File: config.mk
export PLATFORM = sky130hd
export DESIGN_NAME = truth_table_sweeper
export DESIGN_NICKNAME = d
export VERILOG_FILES = /design/src/rtl/truth_table_sweeper.sv
export SDC_FILE = /design/constraint.sdc
export NUM_CORES = 1
export LEC_CHECK = 0
export ABC_AREA = 1
export CAP_MARGIN = 20
export CORE_MARGIN = 2
export CORE_UTILIZATION = 31
export CTS_CLUSTER_DIAMETER = 60
export DETAILED_ROUTE_END_ITERATION = 6
export GPL_TIMING_DRIVEN = 0
export SETUP_SLACK_MARGIN = 0.15
export SLEW_MARGIN = 10
export SYNTH_ARGS = -nofsm -noshare
export SYNTH_HDL_FRONTEND = slang
export SYNTH_SLANG_ARGS = --single-unit
File: constraint.sdc
create_clock -name clk -period 1.55 [get_ports clk]
set_input_delay 0.31 -clock clk [delete_from_list [all_inputs] [get_ports clk]]
set_output_delay 0.31 -clock clk [all_outputs]
set_load 0.05 [all_outputs]
File: src/rtl/truth_table_sweeper.sv
// Sweeps {a,b,c,d} through all 16 vectors, samples f, and checks it against GOLDEN.
// Optional TT_STOP_ON_ERR_EN: end the sweep at the first mismatching sample.
module truth_table_sweeper #(
   parameter int unsigned SETTLE = 1,
   parameter logic [15:0] GOLDEN = 16'h0DD0
) (
   input  logic        clk,
   input  logic        rst,
   input  logic        start,
   output logic        a,
   output logic        b,
   output logic        c,
   output logic        d,
   input  logic        f,
   output logic        busy,
   output logic        done,
   output logic        pass,
   output logic [15:0] tt,
   output logic [4:0]  err_count
);

   if (SETTLE < 1 || SETTLE > 15) begin : g_bad_settle
      $error("truth_table_sweeper: SETTLE must be in 1..15");
   end

   typedef enum logic [1:0] {
      S_IDLE,
      S_SETTLE,
      S_SAMPLE
   } state_t;

   localparam logic [3:0] CNT_LOAD = 4'(SETTLE - 1);

   state_t      r_state;
   state_t      w_next;
   logic [3:0]  r_vec;
   logic [3:0]  r_cnt;
   logic        r_busy;
   logic        r_done;
   logic        r_pass;
   logic [15:0] r_tt;
   logic [4:0]  r_err;
   logic        w_mis;
   logic        w_last;
   logic [4:0]  w_err_nxt;

   assign w_mis     = f ^ GOLDEN[r_vec];
   assign w_err_nxt = r_err + 5'(w_mis);

`ifdef TT_STOP_ON_ERR_EN
   assign w_last = (r_vec == 4'hF) | w_mis;
`else
   assign w_last = (r_vec == 4'hF);
`endif

   always_ff @(posedge clk) begin
      if (rst) r_state <= S_IDLE;
      else     r_state <= w_next;
   end

   always_comb begin
      w_next = r_state;
      unique case (r_state)
         S_IDLE:   if (start) w_next = S_SETTLE;
         S_SETTLE: if (r_cnt == 4'd0) w_next = S_SAMPLE;
         S_SAMPLE: w_next = w_last ? S_IDLE : S_SETTLE;
         default:  w_next = S_IDLE;
      endcase
   end

   // Datapath follows the state register; start is only seen in IDLE.
   always_ff @(posedge clk) begin
      if (rst) begin
         r_vec  <= '0;
         r_cnt  <= '0;
         r_busy <= 1'b0;
         r_done <= 1'b0;
         r_pass <= 1'b0;
         r_tt   <= '0;
         r_err  <= '0;
      end else begin
         r_done <= 1'b0;
         unique case (r_state)
            S_IDLE: begin
               if (start) begin
                  r_vec  <= '0;
                  r_cnt  <= CNT_LOAD;
                  r_tt   <= '0;
                  r_err  <= '0;
                  r_pass <= 1'b0;
                  r_busy <= 1'b1;
               end
            end
            S_SETTLE: begin
               if (r_cnt != 4'd0) r_cnt <= r_cnt - 4'd1;
            end
            S_SAMPLE: begin
               r_tt[r_vec] <= f;
               r_err       <= w_err_nxt;
               if (w_last) begin
                  r_done <= 1'b1;
                  r_busy <= 1'b0;
                  r_vec  <= '0;
                  r_pass <= (w_err_nxt == 5'd0);
               end else begin
                  r_vec <= r_vec + 4'd1;
                  r_cnt <= CNT_LOAD;
               end
            end
            default: ;
         endcase
      end
   end

   assign {a, b, c, d} = r_vec;
   assign busy         = r_busy;
   assign done         = r_done;
   assign pass         = r_pass;
   assign tt           = r_tt;
   assign err_count    = r_err;

endmodule

# Yosys cells after proc, flatten, opt, wreduce, memory -nomap -nowiden
# Memories as Yosys holds them, arrays and structs flattened. A register that Yosys moved wholly into a read port is not among the register bits.
# Cells that the tools add are included.
# word_totals
wordCells	63
mem_count	1
ff_bits	34
mem_bits_ro	16
out_inout_bits	28
input_bits	4
# classes
n_eq_ne	8
addsub	3
n_reduce_logical	12
bitwise	2
magnitude_cmp	2
muxes	27
# mem_list
name	depth	word_bits	rd	rd_ports_with_merged_regs	wr	line_no	rtl
(name not given)	16	1	1	1	0	47	assign w_mis = f ^ GOLDEN[r_vec];
# ops
op	n
one-hot mux 16 bit (2 select lines)	1
2-to-1 mux 4 bit	6
bitwise mux 16 bit	1
2-to-1 mux 16 bit	1
one-hot mux 4 bit (3 select lines)	1
inequality test 2 bit, second input constant	5
one-hot mux 5 bit (2 select lines)	1
2-to-1 mux 1 bit	8
one-hot mux 4 bit (2 select lines)	1
one-hot mux 2 bit (3 select lines)	1
adder 5 x 1 -> 5 bit	1
logical NOT 5 bit	1
less-than comparator 4 x 5 -> 1 bit, second input constant	1
2-to-1 mux 5 bit	1
adder 4 x 1 -> 4 bit, second input constant	1
demux 1 bit (select 4 bit)	1
== test 4 bit, second input constant	1
greater-or-equal comparator 4 x 1 -> 1 bit, second input constant	1
logical NOT 4 bit	1
2-to-1 mux 2 bit	2
one-hot mux 1 bit (2 select lines)	2
AND reduction 2 bit	2
AND reduction 4 bit	1
nonzero test 4 bit	1
11 further kinds	11

# Depth between registers and ports, before layout
# logic_depth
ltp_word	7
mapped_depth	10
ltp_nobuf	10

# Least setup slack after synthesis
# No wires, ideal clock.
# synth_timing
path_kind	reg-to-reg
start	register r_err[0], in the netlist err_count[0]
end	register r_pass, in the netlist pass
synth_period_minus_slack_ns	1.804
path_buffers	0
arrival_time_ns	1.734
stages_incl_launch_ff	7
t_required_ns	1.480
setup_ns	0.070
setup_slack_ns	-0.254
path_cell_list	dfxtp_1 -> ha_1 -> ha_1 -> or2_2 -> nor3_1 -> nand3_1 -> a21oi_1
# synth_between
elab_chain_cells	4
# synth_lines
element	line_no	rtl
start: declaration	42	logic [4:0] r_err;
start signal: assignment	99	r_err <= w_err_nxt;
adder 5 x 1 -> 5 bit	48	assign w_err_nxt = r_err + 5'(w_mis);
logical NOT 5 bit	104	r_pass <= (w_err_nxt == 5'd0);
2-to-1 mux 1 bit	100	if (w_last) begin
one-hot mux 1 bit (2 select lines)	83	unique case (r_state)
end signal: assignment	104	
end: declaration	40	logic r_pass;
# No other way between the ends. The select of a mux whose other input is x is not followed.
# A chain may end at the register's enable or synchronous reset.

# Final worst setup path
# layout_timing
start	input port f
end	register r_pass, in the netlist pass
# layout_between
elab_chain_cells	5
# layout_lines
element	line_no	rtl
start: declaration	14	input logic f,
bitwise XOR 1 bit	47	
adder 5 x 1 -> 5 bit	48	
logical NOT 5 bit	104	
2-to-1 mux 1 bit	100	
one-hot mux 1 bit (2 select lines)	83	
# No other way between the ends. The select of a mux whose other input is x is not followed.

==> metrics.csv <==
metric,value,unit
nets,304,
synthTopCellsByCount,"69 x nand2_1, 35 x dfxtp_1, 25 x a21oi_1, 24 x nand3_1, 16 x inv_1",
vias,1756,
drt_wl_total,4380,µm
finalNonFillerCells,365,
timing.final.crit_share,99.9,%
n_antenna_cell,0,
final.setup.tns,0,ps
final_area,2470,µm²
max-slew-margin-rel,65.5,%
synth_simple_gate_area_share,34.5,%
maxCapViolations,0,
synth_xor_area_share,1.95,%
ys_types,29,
max-clock-path-buffers,2,
worstSetupPathType,primary input to register,
reg2reg_depth,8,
synth_top_family_by_area,simple AND/OR/NAND/NOR gates,
dp_cells,349,
layout-drive-gt1-share,31.7,%
p_leak,0.974,nW
synth_edf_count,0,
synthArstFlopShare,0,%
yosysWarnings,0,
finalHoldViolations,0,
io-pin-count,32,
start_util,32.3,%
postRouteAntennaNets,0,
grt_max_degree,11,
synth_seq_cells,35,
drc,0,
slew_viol_final,0,
wl_per_cell,12.0,µm
grt_usage,14.7,%
worst_setup_path_start_kind,primary input,
dpl_cell_area,2240,µm²
grt_pass1_vias,1613,
insertion_delay,290,ps
first_pass_iters,4,
synth_top_area_share,38.9,%
synth_cells,247,
root_buffer,clkbuf_8,
status,finished clean,
cellPowerDensity,928,nW/µm²
fp.dieH,80.2,µm
crit_path_end_kind,register,
worst_ep_arrival_time,1770,ps
synth-compound-area-share,11.1,%
hpwlAfterDp,3100,µm
die_area,6430,µm²
clk_pin_slew,70,ps
port_buffers,30,
post-route-min-period,1550,ps
antenna_found_initial,0,
hold_class,register to register,
die_width,80.2,µm
syn_avg_cell_area,7.29,µm²
grt_overflow_total,0,
setup_viol,0,
gp_congestion,0.842,
path_max_fanout,3,
cts_tree,done,
rsz0062_at_grt,true,
synth_adder_area_share,5.56,%
fmax,646,MHz
skew,6.15,ps
cts.sinks,35,
yosys.cell_count.top_type,nand2_1,
ir_drop,0.588,mV
core-area,5570,µm²
grt_pass1_wl,7380,µm
synthesis.area,1800,µm²
dpl_worst_slack,-603,ps
synth_fp_nets,259,
synthMuxAreaShare,0,%
yosysTopAreaCell,dfxtp_1,
first_iter_violations,71,
area_growth,37.2,%
tightestPinTransition,517,ps
setup_ws,1.78,ps
cp.required,1780,ps
ys.flop_type,dfxtp_1,
cts_buffers,5,
yosysSeqAreaShare,38.9,%
cts_max_level,2,
vias_per_cell,4.81,
synthTopCellsByArea,"dfxtp_1 39%, nand2_1 14%, a21oi_1 6.9%",
holdBufCountCts,0,
fp-row-count,27,
min_path_cells,2,
==> what timing repair did <==
action                                 in CTS  in global routing
buffers inserted                            1                  7
endpoints found under the hold margin       0                  0
gates resized for setup                    91                 31
setup endpoints to repair                  35                 28
pin swaps                                   6                  6
==> layer usage <==
metal	GRT usage (%)	routed length, µm
met5	0	0
met4	7.80	83
met3	3.15	228
met2	22.7	1930
met1	19.2	2140
==> worst paths after layout <==
check                      from                  to  slack [ps]
min reg2reg  tt[1]$_SDFFE_PP0P_  tt[1]$_SDFFE_PP0P_         460
max reg2reg            register   pass$_SDFFE_PP0P_          20
max                           f   pass$_SDFFE_PP0P_           2
min          tt[1]$_SDFFE_PP0P_  tt[1]$_SDFFE_PP0P_         460
==> power breakdown <==
group | total (mW) | switching, mW | leakage [nW] | internal, mW
clock network | 0.661 | 0.345 | 0.0422 | 0.316
registers | 1.01 | 0.0530 | 0.289 | 0.953
logic | 0.626 | 0.400 | 0.643 | 0.226
total | 2.29 | 0.798 | 0.974 | 1.49
==> area by class of cell <==
type | instances | area (µm²)
Buffer | 9 | 62.6
Clock buffer | 7 | 76.3
Tap cell | 72 | 90.1
Clock inverter | 1 | 5.00
Inverter | 22 | 83.8
Fill cell | 594 | 3100
Timing Repair Buffer | 38 | 355
Sequential cell | 35 | 722
Multi-Input combinational cell | 181 | 1080
==> cells by family after synthesis <==
family / after synthesis
xor+xnor: 4
simple gates: 131
compound gates: 38
buf+inv: 31
flops: 35
fa+ha+maj: 8
==> sequential cells by signal, summed over array words and instances, names as in the netlist, named ones only <==
register,count
r_vec,4
r_state,2
busy,1
tt,16
done,1
err_count,5
r_cnt,4
pass,1
==> worst max-delay path: stages <==
cell	delay, ps
dlygate4sd2_1	270
xor2_1	180
ha_2	200
ha_4	160
buf_4	130
xor2_2	140
nor3_2	150
nand3_1	100
a21oi_2	130
==> cells in the final DEF, fill, tap and decap left out, types with 5 or more instances in the layout <==
cell and count:
inv_2 6, dfxtp_2 5, clkbuf_8 5, inv_1 15, nand2_1 68, buf_2 8
o21ai_0 8, dfxtp_1 26, nor2_1 13, clkbuf_1 5, nand4_1 8, clkdlybuf4s15_2 21
nand3_1 21, buf_4 9, a21oi_1 23
==> per-stage QoR <==
stage / hold slack, ps / total power, mW / utilization [%]
final: 462 / 2.29 / 44.3
after global placement: 451 / 1.59 / 40.2
after floorplan: 421 / 1.46 / -
after detailed placement: 454 / 1.60 / 40.2
after CTS: 461 / 2.27 / 42.5
after global routing: 484 / 2.43 / 44.3
Power figures use the tool's default switching activity.
==> patch, RTL diff (config.mk and constraints unchanged) <==
Build with the macro `TT_STOP_ON_ERR_EN` defined.
--- a/src/rtl/truth_table_sweeper.sv
+++ b/src/rtl/truth_table_sweeper.sv
@@ -1,5 +1,7 @@
 // Sweeps {a,b,c,d} through all 16 vectors, samples f, and checks it against GOLDEN.
 // Optional TT_STOP_ON_ERR_EN: end the sweep at the first mismatching sample.
+`define TT_STOP_ON_ERR_EN
+
 module truth_table_sweeper #(
    parameter int unsigned SETTLE = 1,
    parameter logic [15:0] GOLDEN = 16'h0DD0
Behaviour: not the same (a bounded check fails within 4 cycles, from zero or initial values and one cycle with rst high).
==> patch against the unedited design <==
Sequential cell count did not move; critical path depth fell by 8; count of clock-buffer cells in the layout stayed put; area after synthesis is 1.1% lower; cell area is 1.3% lower; synthesized cell count is 7.7% lower; worst setup slack worse by 14 ps; die area is 1.1% lower; the flow now finishes with violations (negative setup slack); routed wire length decreased by 5.0%.
Power is not compared: it rests on default switching activity, and its combinational part moved more than twofold at a synthesized area within 25%.
==> patch: results (changes against the unedited design) <==
| Metric | Value |
|---|---|
| Status | complete, but fails checks (was finished clean) |
| HP Start | rst (was tt[1]) |
| Top cells by count, synth | nand2_1, nor2_1, dfxtp_1 (was nand2_1, dfxtp_1, a21oi_1) |
| Synth Area in Compound Gates | 11.45% (was 11.12%) |
| Main area contributors after synthesis | dfxtp_1, nand2_1, nor2_1, nor3b_2, ha_1 (was dfxtp_1, nand2_1, a21oi_1, nand3_1, ha_1) |
| Fill cells | 572 (was 594) |
| Setup TNS Final | -20.92 ps (was 0 ps) |
| Syn nets | 239 (was 259) |
| Hold endpoint | err_count[4] (was tt[1]) |
| Routability Congestion | 0.7727 (was 0.8421) |
| First-pass GRT wire length | 7176 um (was 7376 um) |
| Drt first pass iters | 5 (was 4) |
| Post-Route Utilization | 44.04% (was 44.33%) |
| Nets | 280 (was 304) |
| Hold_ws | 353.6 ps (was 462.2 ps) |
| Post-synthesis xor/xnor area fraction | 1.476% (was 1.946%) |
| Share of cells above drive strength 1 | 38.52% (was 31.74%) |
| Final worst slack | -11.88 ps (was 1.782 ps) |
| Adder-cell share of the synthesized area | 4.919% (was 5.559%) |
| Total track usage | 14.47% (was 14.73%) |
| Vias after detailed routing | 1,563 (was 1,756) |
| Total Wirelength | 4165 um (was 4384 um) |
| CP max FO | 6 (was 3) |
| Post-Syn Instances | 228 (was 247) |
| Placed Instance Area | 2230 um2 (was 2241 um2) |
| Layout Skew | 6.047 ps (was 6.146 ps) |
| Worst-margin pin slew | 488.9 ps (was 517.2 ps) |
| Yosys cell types | 27 (was 29) |
| Min-delay worst type | input pin to register (was register to register) |
| Antenna diodes | 0 (unchanged) |
| Inst Count DP | 330 (was 349) |
| Setup WS pre-CTS | -817.6 ps (was -602.7 ps) |
| Largest net degree at the start of global routing | 12 (was 11) |
| Critical Path AT | 1250 ps (was 1770 ps) |
| Iter 0 DRT Violations | 70 (was 71) |
| Max incr delay on CP | 550 ps (was 270 ps) |
| Sequential fraction of the synthesis area | 39.35% (was 38.92%) |
| Reg2reg path depth | 12 (was 8) |
| Failing checks | negative setup slack |
| Final setup viols | 2 (was 0) |
| WL/cell | 12.18 um (was 12.01 um) |
-- patch: changes by cell type in the layout (fill, tap and decap cells not counted), moves of 4 or more --
cell / change
a21oi_1: -10
buf_2: -5
buf_4: -6
clkdlybuf4s15_2: +4
nand2_1: -36
nand2_2: +10
nand3_1: -8
nand4_1: -6
nor2_1: +24
nor2_2: +5
nor3b_2: +10
o21a_1: +4
o21ai_0: -7
o21bai_1: +10
-- patch: what timing repair did --
item / CTS / global route
setup endpoints to repair: 40 / 23
hold buffers: 0 / 0
pin swaps: 5 / 8
gates resized for setup: 95 / 18
setup buffers: 3 / 1
-- patch: per-layer routing --
layer	share of wire (%)	routed length, um	track usage, %
met1	49	2056	19.64
met2	45	1874	21.76
met3	3.9	161	3.846
met4	1.7	72	5.763
met5	0	0	0
-- patch: layout make-up --
class / instances / share of cell area [%]
sequential: 35 / 29.33
timing repair buffer: 34 / 14.31
inverter: 22 / 3.897
clock inverter: 1 / 0.2051
buffer: 4 / 1.231
tap: 72 / 3.692
clock buffer: 7 / 3.538
multi-input combinational: 167 / 43.79
-- patch: worst max-delay path by stage --
stage	startpoint	end	slack, ps	cells past startpoint
floorplan	register	pass	90	12
global placement	f	pass	-820	12
detailed placement	f	pass	-820	12
CTS	register	pass	-40	12
global route	register	pass	-120	12
finish	err_count[2]	err_count[2]	-10	1
-- patch: worst register-to-register path, cell delays in order, from the launching register on --
cell and delay [ps]:
dfxtp_2 340, inv_2 60, nand2_2 60, nand2_4 60, inv_2 40, ha_4 160
ha_4 160, or2_4 230, nand2_2 60, nand3_2 60, nor3_2 150, nand2_1 80
nand2_1 60
-- patch: power breakdown --
part | internal [mW] | switching, mW
combinational | 0.0934 | 0.195
sequential | 0.918 | 0.0162
clock | 0.359 | 0.342
